File: src/rtl/stall_one.sv
// Load-use hazard detector plus the ID/EX instruction register it feeds.
// A detected hazard stalls for a single cycle and clocks a NOP bubble into ID/EX.
module stall_one #(
  parameter int unsigned      WIDTH = 32,
  parameter logic [WIDTH-1:0] NOP   = '0
) (
  input  logic             clk,
  input  logic             rst,
  input  logic [WIDTH-1:0] in1,
  input  logic [WIDTH-1:0] in2,
  output logic [WIDTH-1:0] out,
  output logic             stall
);

  localparam int unsigned OP_W  = 6;
  localparam int unsigned REG_W = 5;

  localparam logic [OP_W-1:0] OP_RTYPE = 6'b000000;
  localparam logic [OP_W-1:0] OP_BEQ   = 6'b000100;
  localparam logic [OP_W-1:0] OP_BNE   = 6'b000101;
  localparam logic [OP_W-1:0] OP_LW    = 6'b100011;
  localparam logic [OP_W-1:0] OP_SW    = 6'b101011;

  logic [WIDTH-1:0] out_q, out_d;
  logic             bubble_q, bubble_d;

  logic [OP_W-1:0]  in1_op, in2_op;
  logic [REG_W-1:0] in1_rs, in1_rt, in2_rt;
  logic             in2_is_load, in1_reads_rt, hazard, stall_c;

  // Only op and rt of the execute-stage word matter for hazard detection.
  logic unused_in2;
  assign unused_in2 = ^{in2[25:21], in2[15:0]};

  assign in1_op = in1[31:26];
  assign in1_rs = in1[25:21];
  assign in1_rt = in1[20:16];
  assign in2_op = in2[31:26];
  assign in2_rt = in2[20:16];

  // Hazard detection and next-state for the bubble register.
  always_comb begin
    in1_reads_rt = 1'b0;
    in2_is_load  = 1'b0;
    hazard       = 1'b0;
    stall_c      = 1'b0;
    out_d        = in1;
    bubble_d     = 1'b0;

    case (in1_op)
      OP_RTYPE, OP_BEQ, OP_BNE, OP_SW: in1_reads_rt = 1'b1;
      default:                         in1_reads_rt = 1'b0;
    endcase

    in2_is_load = (in2_op == OP_LW) && (in2_rt != REG_W'(0));
    hazard      = in2_is_load &&
                  ((in2_rt == in1_rs) || (in1_reads_rt && (in2_rt == in1_rt)));
    // bubble_q masks the second cycle so a held load word cannot stall twice.
    stall_c     = hazard && !bubble_q;
    out_d       = stall_c ? NOP : in1;
    bubble_d    = stall_c;
  end

  always_ff @(posedge clk or posedge rst) begin
    if (rst) begin
      out_q    <= '0;
      bubble_q <= 1'b0;
    end else begin
      out_q    <= out_d;
      bubble_q <= bubble_d;
    end
  end

  assign out   = out_q;
  assign stall = stall_c;

endmodule

File: config.mk
export PLATFORM = sky130hd
export DESIGN_NAME = stall_one
export DESIGN_NICKNAME = d
export VERILOG_FILES = /design/src/rtl/stall_one.sv
export SDC_FILE = /design/constraint.sdc
export NUM_CORES = 1
export LEC_CHECK = 0
export CORE_AREA = 2 2 72 74
export CTS_CLUSTER_SIZE = 24
export DETAILED_ROUTE_END_ITERATION = 10
export DIE_AREA = 0 0 74 76
export HOLD_SLACK_MARGIN = 0.03
export PLACE_DENSITY = 0.74
export SLEW_MARGIN = 40
export SYNTH_ARGS = -nofsm -noshare
export SYNTH_HDL_FRONTEND = slang
export SYNTH_SLANG_ARGS = --single-unit
File: constraint.sdc
create_clock -name clk -period 1.7 [get_ports clk]
set_input_delay 0.255 -clock clk [delete_from_list [all_inputs] [get_ports clk]]
set_output_delay 0.255 -clock clk [all_outputs]
set_load 0.01 [all_outputs]
## Word-level counts from Yosys, hierarchy flattened

Cells that the tools add are included.
W data, S select, Z words.

| operators by class | value |
|---|---|
| reductions and logical operators | 9 |
| div/mod/pow operators | 0 |
| shift operators | 0 |
| multiplexer cells | 2 |
| $lt $le $gt $ge | 0 |
| multipliers | 0 |
| bitwise gates (word level) | 0 |
| equal/unequal tests | 6 |
| add/subtract/negate cells | 0 |

Operator list:

| operator | count |
|---|---|
| $mux W32 | 1 |
| $eq A6 B3 Y1 const B | 2 |
| $eq A6 B6 Y1 const B | 2 |
| $eq A5 B5 Y1 | 2 |
| $logic_not A6 Y1 | 1 |
| $reduce_bool A5 Y1 | 1 |
| $logic_and A1 B1 Y1 | 4 |
| $reduce_or A4 Y1 | 1 |
| $logic_not A1 Y1 | 1 |
| $logic_or A1 B1 Y1 | 1 |
| $mux W1 | 1 |

| storage, ports and cells | value |
|---|---|
| bits in writable memories | 0 |
| bits in read-only memories | 0 |
| logic and storage cells | 19 |
| bits in latches | 0 |
| memories | 0 |
| register bits | 33 |
| output and inout bits | 33 |

## Logic depth before layout (Yosys ltp)

| depth | value |
|---|---|
| depth after elaboration | 8 |
| mapped depth | 5 |
| mapped depth without buffers | 4 |

## Worst setup path after synthesis

OpenSTA, ideal clock, no wires.

| timing | value |
|---|---|
| path kind | register to output |
| start point | register bubble_q |
| end point | output stall |
| buffers on the path | 0 |
| data arrival time | 1.599 ns |
| setup slack | -0.154 ns |
| cell stages (with the launch flop) | 5 |
| cells stage by stage | dfrtp_1 > nor4b_2 > o211ai_2 > nor4_2 > or2_2 |

| between the ends | value |
|---|---|
| word-level cells in the longest chain between the ends | 2 |

Ends and longest elaborated chain:

| element | RTL line | RTL |
|---|---|---|
| start, declared | 25 | `logic bubble_q, bubble_d;` |
| start signal, assigned | 70 | `bubble_q <= bubble_d;` |
| $logic_not A1 Y1 | 59 | `stall_c = hazard && !bubble_q;` |
| $logic_and A1 B1 Y1 | 59 |  |
| end, declared | 12 | `output logic stall` |

No other way between the ends.

## Final worst setup path

| timing | value |
|---|---|
| start point | input in1[17] |
| end point | output stall |

| between the ends | value |
|---|---|
| word-level cells in the longest chain between the ends | 5 |

Ends and longest elaborated chain:

| element | RTL line | RTL |
|---|---|---|
| start, declared | 9 | `input logic [WIDTH-1:0] in1,` |
| $eq A5 B5 Y1 | 57 | `((in2_rt == in1_rs) \|\| (in1_reads_rt && (in2_rt == in1_rt)));` |
| $logic_and A1 B1 Y1 | 57 |  |
| $logic_or A1 B1 Y1 | 57 |  |
| $logic_and A1 B1 Y1 | 56 | `hazard = in2_is_load &&` |
| $logic_and A1 B1 Y1 | 59 |  |

No other way between the ends.

==> out/metrics.csv <==
stage,metric,value,unit
critical_path,critical path peak fanout,2,
global_routing,met2 usage,27.1,%
die,site row count,26,
route,Routed Antenna Nets,0,
critical_path,reg2reg path depth,7,
synth,post-synthesis cell area,1510,sq um
die,DIE WIDTH,74,um
sta,Worst Skew,0.00212,ns
clock_network,Root Buffer,clkbuf_8,
sta,WHS,0.365,ns
critical_path,"Largest delay share family, worst path",buffers and inverters,
pwr,VDD IR max,0.241,mV
clock_network,CTS sink cnt,33,
die,core box area,4910,sq um
job,Max-cap violations,0,
critical_path,CP Depth,6,
cells_and_area,Area Overhead vs Synth,83.6,%
die,Initial Util,30.6,%
die,die height,76,um
synth,ys async rst share,100,%
critical_path,reg2reg setup slack,-0.05,ns
cells_and_area,Fillers,378,
synth,synth unique cells,19,
global_routing,GR peak layer,met2,
clock_network,Num CTS Buffers,5,
global_routing,Tot GR Track Use,15.1,%
critical_path,reg2reg end,out[22]$_DFF_PP0_,
critical_path,Critical Path Sink Type,output port,
synth,dominant synthesized flop cell,dfrtp_1,
sta,fmax,0.508,GHz
cells_and_area,antenna diode count,0,
route,via/cell ratio,4.34,
run_status,status,"finished, violations left",
critical_path,crit path to,stall,
run_status,failing checks,setup timing,
synth,sequential share of the synthesized area,54.9,%
clock_network,# hold bufs at CTS,0,
route,routed via count,1147,
synth,leading area contributor after synthesis,dfrtp_1,
synth,largest cells by area after synthesis,"dfrtp_1 (55%), nor3b_2 (25%), xnor2_1 (4.7%), buf_6 (4.5%), a2111oi_4 (1.8%)",
placed_design,Port Buf Inserts,77,
sta,fin. max-slew vios,0,
global_routing,GR Layer Usage met3,4.76,%
sta,Rel. slew slack,72.8,%
global_routing,largest net degree at the start of global routing,34,
critical_path,"Data required, critical path",1.44,ns
placed_design,post-placement setup slack,-0.909,ns
critical_path,reg2reg start,bubble_q$_DFF_PP0_,
critical_path,crit path from,in1[17],
clock_network,latest clock arrival within the worst-skew pair,0.28,ns
synth,Synth Warn #,0,
global_routing,total gr overflow,0,
clock_network,H-tree depth,2,
critical_path,"slowest stage delay, CP",0.51,ns
placed_design,Final HPWL DP,2600,um
global_routing,initial antenna violation count,0,
synth,Syn Nets,161,
route,DR WL/cell,15.4,um
synth,Yosys reg bits,33,
die,num ports,99,
global_routing,met1 GRT Util,16.2,%
synth,Mapped Avg Cell Area,15.8,sq um
clock_network,TritonCTS clock tree,yes,
critical_path,Critical Path AT,1.71,ns
synth,Post-synth EDFFs,0,
critical_path,startpoint types,primary input,
route,Initial DRT Pass Iterations,3,
sta,Finish-stage setup viols,32,
placed_design,placed cells,246,
critical_path,WS Path Type,in -> out,
worst_hold_path,worst min path class,in -> async,
global_routing,number of global-route vias before repair,1233,
sta,ratio of final minimum period to clock period,116,%
sta,final hold viol count,0,
synth,Yosys top cell area share,54.9,%
sta,Slew @ Worst Pin,0.408,ns
clock_network,clk slew on worst S/H paths,0.06,ns
pwr,pwr dens,610,nW/um^2
die,DIE AREA,5620,sq um
pwr,leakage,1.17,nW
clock_network,Clock Path Buffers,2,
route,residual DRC count,0,
cells_and_area,Final nets,261,
sta,RSZ-0062 raised after global routing,yes,
critical_path,Worst Path Buf+Inv,2,
sta,Tmin final,1.97,ns
placed_design,GPL Wtd Cong,0.744,
critical_path,"critical path, cell by cell","clkdlybuf4s50_1, xnor2_1, nand4_1, a2111oi_4, or2_4, buf_6",
global_routing,first-pass GRT wire length,6170,um
route,initial drt markers,32,
synth,Cells after Synth,95,
cells_and_area,share of cells above drive strength 1,36.1,%
route,final WL,4060,um
sta,worst setup slack after layout,-0.267,ns
critical_path,slowest cell on the critical path,clkdlybuf4s50_1,
cells_and_area,Non-Filler Instances,264,
[per-layer routing]
metal  vias to the layer above  routed length, um
li1                        535                  -
met1                       554               1440
met2                        52               2240
met3                         6                314
met4                         0                 65
met5                         -                  0
[state kept, by name, summed over array words and instances (netlist names)]
signal    cells
bubble_q      1
out          32
[report_power, final]
| part | switching, mW | internal [mW] | leakage [nW] |
|---|---|---|---|
| clock | 0.253 | 0.268 | 0.0399 |
| combinational | 0.112 | 0.217 | 0.742 |
| sequential | 0.0101 | 0.824 | 0.387 |
| total | 0.376 | 1.31 | 1.17 |
[how the worst min path moves through the flow]
stage / startpoint / endpoint / cells after the start
detailed placement: rst / out[26]$_DFF_PP0_ / 3
global route: in1[26] / out[26]$_DFF_PP0_ / 2
CTS: rst / out[26]$_DFF_PP0_ / 3
floorplan: rst / bubble_q$_DFF_PP0_ / 1
global placement: rst / out[29]$_DFF_PP0_ / 3
finish: rst / out[29]$_DFF_PP0_ / 3
[cell usage after synthesis, types with 2 or more instances]
| library cell | instances |
|---|---|
| dfrtp_1 | 33 |
| nor2b_1 | 2 |
| xnor2_1 | 8 |
| nor3b_2 | 30 |
| xor2_1 | 2 |
| buf_6 | 6 |
| nand4_1 | 2 |
[stage by stage]
step | area (sq um) | utilization (%) | power (mW) | TNS (ns)
floorplan | 1520 | - | 0.954 | -0.00951
global placement | 2380 | 48.5 | 1.17 | -20.08
detailed placement | 2380 | 48.5 | 1.17 | -21.75
CTS | 2750 | 55.9 | 1.70 | -3.27
global route | 2760 | 56.3 | 1.77 | -4.62
finish | 2760 | 56.3 | 1.68 | -1.80
[placed cells by master, fill, tap and decap left out, types with 2 or more instances in the layout]
master	instances
dlygate4sd2_1	9
buf_6	4
buf_12	2
xor2_1	2
clkbuf_8	5
nor3b_4	4
buf_16	6
xnor2_1	7
buf_4	11
nor3b_2	27
clkdlybuf4s50_1	65
or4_4	2
dfrtp_1	33
clkdlybuf4s15_1	2
nand4_1	2
[logic make-up (layout without fill, tap and decap cells)]
logic type | after synthesis | after routing | synth area share, %
AOI/OAI and AO/OA | 2 | 2 | 2.66
xor gates and xnor gates | 10 | 10 | 5.82
buffers and inverters | 7 | 106 | 4.74
DFF | 33 | 33 | 54.9
and+or+nand+nor | 43 | 43 | 31.9
[worst min-delay path, delay by kind of cell]
| family | cells | cell delay [ns] |
|---|---|---|
| buf+inv | 3 | 0.81 |
[repair_timing]
| action | 4_1_cts | 5_1_grt |
|---|---|---|
| resized for setup | 41 | 5 |
| endpoints found under the setup margin | 33 | 33 |
| setup buffers | 9 | 0 |
| pin swaps | 22 | 15 |
| gates cloned | 6 | 0 |
[cell type report]
type	instances	area [sq um]	share of cell area, %
well taps	70	87.6	3.17
flip-flops and latches	33	826	29.9
inverters	1	3.75	0.136
clock buffers	5	68.8	2.49
repair buffers	99	1080	39.2
multi-input cells	55	691	25.0
clock inverters	1	5.00	0.181
(Power assumes the default switching activity.)
==> RTL change 1, RTL diff (same flow settings) <==
Make the reset (`rst`) synchronous in one clocked block.
--- a/src/rtl/stall_one.sv
+++ b/src/rtl/stall_one.sv
@@ -61,7 +61,7 @@
     bubble_d    = stall_c;
   end
 
-  always_ff @(posedge clk or posedge rst) begin
+  always_ff @(posedge clk) begin
     if (rst) begin
       out_q    <= '0;
       bubble_q <= 1'b0;
Function: differs if rst is asserted again (counterexample within 4 cycles, from zero or initial values and one cycle with rst high); with rst held inactive, the same outputs for 10 cycles.
==> RTL change 1 against the original RTL <==
  * The run still ends with setup timing left
  * Total power up 8.7%
  * Area after synthesis down 8.6%
  * Sequential cell count unchanged
  * Via count down 2.2%
  * Sequential share of layout area down 3.8 points
  * Routed wire length down 16%
  * Setup slack better by 0.24 ns
  * Hold slack worse by 0.12 ns
  * Die area unchanged
  * Final area down 8.1%
==> RTL change 1: results (changes against the original RTL) <==
| Metric | Value |
|---|---|
| Min-Delay Path Class | in -> reg |
| Non-filler cells, final | 276 (+4.5%) |
| Failing checks | setup timing |
| Synth async-reset ratio | 0 (-1.00) |
| Final Setup Violations | 2 (-94%) |
| Vias/cell | 4.07 (-6.4%) |
| Final setup TNS | -0.0305 ns (+1.77 ns) |
| Tot GR Track Use | 0.127 (-0.0246) |
| Net Count, Synth | 166 (+3.1%) |
| Top post-synthesis cells by count | 33 x dfxtp_1, 30 x nor3b_2, 8 x xnor2_1 |
| Synthesized area per cell | 13.8 µm² (-13%) |
| DRT Pass-1 Iters | 4 (+1) |
| Arrival time at the worst endpoint | 1.93 ns (+0.22 ns) |
| Setup skew after layout | 0.0114 ns (+0.00927 ns) |
| Outcome | finished with violations |
| Clock-pin slew on the worst setup and hold paths | 0.08 ns (+0.02 ns) |
| Largest net degree at the start of global routing | 18 (-47%) |
| Largest cells by area after synthesis | dfxtp_1 48%, nor3b_2 27%, xnor2_1 5.1%, buf_6 3.3%, o41ai_4 2.0% |
| Critical-path top delay cell | or4_4 |
| Drt first-iter violations | 13 (-59%) |
| Leakage | 1.03 nW (-12%) |
| Most numerous cell in the Yosys netlist | dfxtp_1 |
| Vias in the first global route | 1215 (-1.5%) |
| Worst slew pin tran | 0.266 ns (-0.141 ns) |
| Filler cells | 448 (+19%) |
| Placed cells | 258 (+4.9%) |
| Worst vdd ir | 0.000356 V (+47%) |
| Slowest cell delay on critical path | 0.53 ns (+0.02 ns) |
| Final setup margin | -0.0271 ns (+0.240 ns) |
| Avg WL per Cell | 12.3 µm (-20%) |
## RTL change 1: worst paths after layout
path	from	to	slack (ns)	cells after the start
max	in2[18]	out[28]$_SDFF_PP0_	-0.03	9
min	in1[18]	out[18]$_SDFF_PP0_	0.24	2
max reg2reg	bubble_q$_SDFF_PP0_	out[26]$_SDFF_PP0_	0.01	8
min reg2reg	bubble_q$_SDFF_PP0_	bubble_q$_SDFF_PP0_	0.76	5
## RTL change 1: routing by layer
metal  wire length, µm  global-route usage  up-vias  share of wire
met3               396              0.0675        5           0.12
li1                  -                   -      559              -
met1              1310               0.137      495           0.39
met2              1660               0.213       63           0.49
met4                31              0.0327        0         0.0091
met5                 0                   0        -              0
## RTL change 1: final cells by class
class	count	area, µm²	area share
clock buffer	7	96.3	0.0379
clock inverter	1	5.00	0.00197
inverter	2	7.51	0.00296
multi-input combinational	59	703	0.277
sequential	33	662	0.261
tap	70	87.6	0.0345
timing repair buffer	104	978	0.385
## RTL change 1: what timing repair did
action | in CTS | in global routing
pin swaps | 14 | 10
setup buffers | 9 | 1
gates cloned | 1 | 0
endpoints found under the hold margin | 0 | 0
gates resized for setup | 60 | 25
setup endpoints to repair | 33 | 33
## RTL change 1: kinds of logic (layout without fill, tap and decap cells)
logic type | Yosys count | count (layout) | share of synthesized area
buf+inv | 8 | 114 | 0.0491
flops | 33 | 33 | 0.480
compound gates | 4 | 4 | 0.0446
simple gates | 44 | 44 | 0.355
mux | 1 | 1 | 0.00728
xor+xnor | 10 | 10 | 0.0637
## RTL change 1: where the power goes
part	internal, mW	switching, mW	leakage [nW]
clock network	0.366	0.279	0.0542
registers	0.813	0.00882	0.275
logic	0.237	0.127	0.701
total	1.42	0.416	1.03
## RTL change 1: stage by stage
stage	worst slack, ns	util	hold slack, ns
floorplan	0.0429	-	0.333
global placement	-0.731	0.480	0.717
detailed placement	-0.734	0.480	0.716
CTS	0.000219	0.528	0.289
global route	-0.0776	0.517	0.244
finish	-0.0271	0.517	0.245
## RTL change 1: worst reg2reg max path, stage by stage, from the launching register on
cell and delay [ns]:
dfxtp_2 0.33, nor4b_4 0.31, o211ai_4 0.13, buf_6 0.14, o41ai_4 0.20, buf_4 0.20
buf_12 0.11, buf_16 0.12, nor3b_2 0.04
==> RTL change 2, RTL diff (same settings) <==
Without the edit above. `WIDTH`: 32 -> 48.
--- a/src/rtl/stall_one.sv
+++ b/src/rtl/stall_one.sv
@@ -1,7 +1,7 @@
 // Load-use hazard detector plus the ID/EX instruction register it feeds.
 // A detected hazard stalls for a single cycle and clocks a NOP bubble into ID/EX.
 module stall_one #(
-  parameter int unsigned      WIDTH = 32,
+  parameter int unsigned      WIDTH = 48,
   parameter logic [WIDTH-1:0] NOP   = '0
 ) (
   input  logic             clk,
Ports: changed (resized in1, in2 and out); port bits go from 99 to 147. No check against the original RTL was run, so the function may have changed too.
==> RTL change 2 against the original RTL <==
  * Final area grew 35%
  * Total power grew 50%
  * Routed wire length grew 40%
  * Area after synthesis grew 33%
  * The run still ends with setup timing left
  * Hold slack lost 0.11 ns
  * Sequential cell count grew 16
  * Count of clock-buffer cells in the layout grew 1
  * Setup slack gained 0.047 ns
  * Critical path type unchanged
  * Global-route usage grew 5.9 points
  * Largest cell class unchanged
==> RTL change 2: results (changes against the original RTL) <==
| Metric | Value |
|---|---|
| Outcome | finished with violations |
| Failing checks | setup timing |
| Non-filler cells, final | 341 (+29%) |
| PortBufs | 109 (+42%) |
| DRT Pass-1 Iters | 4 (+1) |
| Via count | 1622 (+41%) |
| FF-to-FF setup slack | -0.09 ns (-0.04 ns) |
| Antenna violations before repair | 0 (unchanged) |
| Net Count, Synth | 229 (+42%) |
| Worst vdd ir | 0.000474 V (+96%) |
| Vias in the first global route | 1717 (+39%) |
| First-pass GRT wire length | 8.89 mm (+44%) |
| Setup skew after layout | 0.00760 ns (+0.00548 ns) |
| Worst Path Max Fanout | 3 (+1) |
| Placed Area | 3240 µm² (+36%) |
| Maximum clock path buffer count | 2 (unchanged) |
| Layout cells sized above 1 | 0.277 (-0.0841) |
| Final #Nets | 368 (+41%) |
| Yosys warnings | 0 (unchanged) |
| Drt first-iter violations | 60 (+88%) |
| Top post-synthesis cells by count | 49 x dfrtp_1, 27 x nor3b_1, 20 x nor3b_2 |
| Placed cells | 314 (+28%) |
| Clock-pin slew on the worst setup and hold paths | 0.09 ns (+0.03 ns) |
| Tot GR Track Use | 0.210 (+0.0591) |
| Synthesized area per cell | 15.3 µm² (-3.5%) |
| DRT antenna net count | 0 (unchanged) |
| Slew headroom | 0.748 (+0.0196) |
| Clock latency at the later pin of the worst-skew pair | 0.29 ns |
| Number of flip-flops under the largest register name | 48 (+50%) |
| Sequential fraction of the synthesis area | 0.612 (+0.0639) |
| Setup Slack @ Placement | -0.861 ns (+0.0476 ns) |
| Final setup margin | -0.219 ns (+0.0475 ns) |
| RR Startpoint | bubble_q$_DFF_PP0_ |
| Critical-path top delay cell | or4_4 |
| Avg WL per Cell | 16.7 µm (+8.7%) |
| Reg2reg path depth | 7 (unchanged) |
| CTS Root Buffer Type | clkbuf_8 |
| Min-Delay Path Class | in -> async |
| # DRC | 0 (unchanged) |
| Leakage | 1.58 nW (+35%) |
| RePlAce Congestion | 0.786 (+5.8%) |
| Worst R2R End | out[19]$_DFF_PP0_ |
| Largest cells by area after synthesis | dfrtp_1 61%, nor3b_2 13%, nor3b_1 10%, xnor2_1 3.5%, buf_6 2.8% |
| Arrival time at the worst endpoint | 1.66 ns (-0.05 ns) |
| Largest net degree at the start of global routing | 25 (-26%) |
| CP delay by family, top | simple AND/OR/NAND/NOR gates |
| HPWL Detailed | 3.42 mm (+31%) |
| H-tree Lvls | 2 (unchanged) |
| Final Setup Violations | 43 (+34%) |
==> RTL change 2: changes by cell type after synthesis, sizes merged <==
| cell | change |
|---|---|
| dfrtp | +16 |
| nor3b | +16 |
| buf | +4 |
==> RTL change 2: routing by layer <==
layer / global-route usage / wire length (µm) / up-vias
li1: - / - / 735
met1: 0.263 / 2160 / 794
met2: 0.354 / 2910 / 89
met4: 0.0400 / 38 / 0
met3: 0.0675 / 586 / 4
met5: 0 / 0 / -
==> RTL change 2: metrics by stage <==
step                hold slack (ns)  TNS [ns]
floorplan                     0.393   -0.0494
global placement              0.578    -34.79
detailed placement            0.570    -35.58
CTS                           0.252     -5.75
global route                  0.271     -7.75
finish                        0.251     -3.43
==> RTL change 2: what timing repair did <==
item                                    4_1_cts  5_1_grt
pin swaps                                    22        3
setup buffers                                12        0
resized for setup                            55        3
endpoints found under the setup margin       49       49
hold buffers                                  0        0
cloned                                        8        1
==> RTL change 2: final cells by class <==
cell class,instances,area (µm²)
repair buffers,142,1570
flip-flops and latches,49,1230
fillers,330,1170
multi-input cells,71,728
well taps,70,87.6
clock buffers,6,82.6
clock inverters,2,37.5
inverters,1,3.75
==> RTL change 2: kinds of logic after synthesis <==
family	share of synthesized area
compound gates	0.0244
buf+inv	0.0425
flops	0.613
simple gates	0.277
xor+xnor	0.0438
==> RTL change 2: worst max path at each step <==
| stage | from | to | slack, ns |
|---|---|---|---|
| floorplan | in2[17] | stall | -0.05 |
| global placement | in1[27] | stall | -0.84 |
| finish | in1[27] | stall | -0.22 |
| CTS | bubble_q$_DFF_PP0_ | stall | -0.25 |
| global route | bubble_q$_DFF_PP0_ | stall | -0.33 |
| detailed placement | in1[27] | stall | -0.86 |
==> RTL change 2: report_power, final <==
| group | total, mW | internal, mW | switching, mW |
|---|---|---|---|
| sequential | 1.24 | 1.22 | 0.0152 |
| combinational | 0.439 | 0.289 | 0.151 |
| clock | 0.851 | 0.478 | 0.373 |
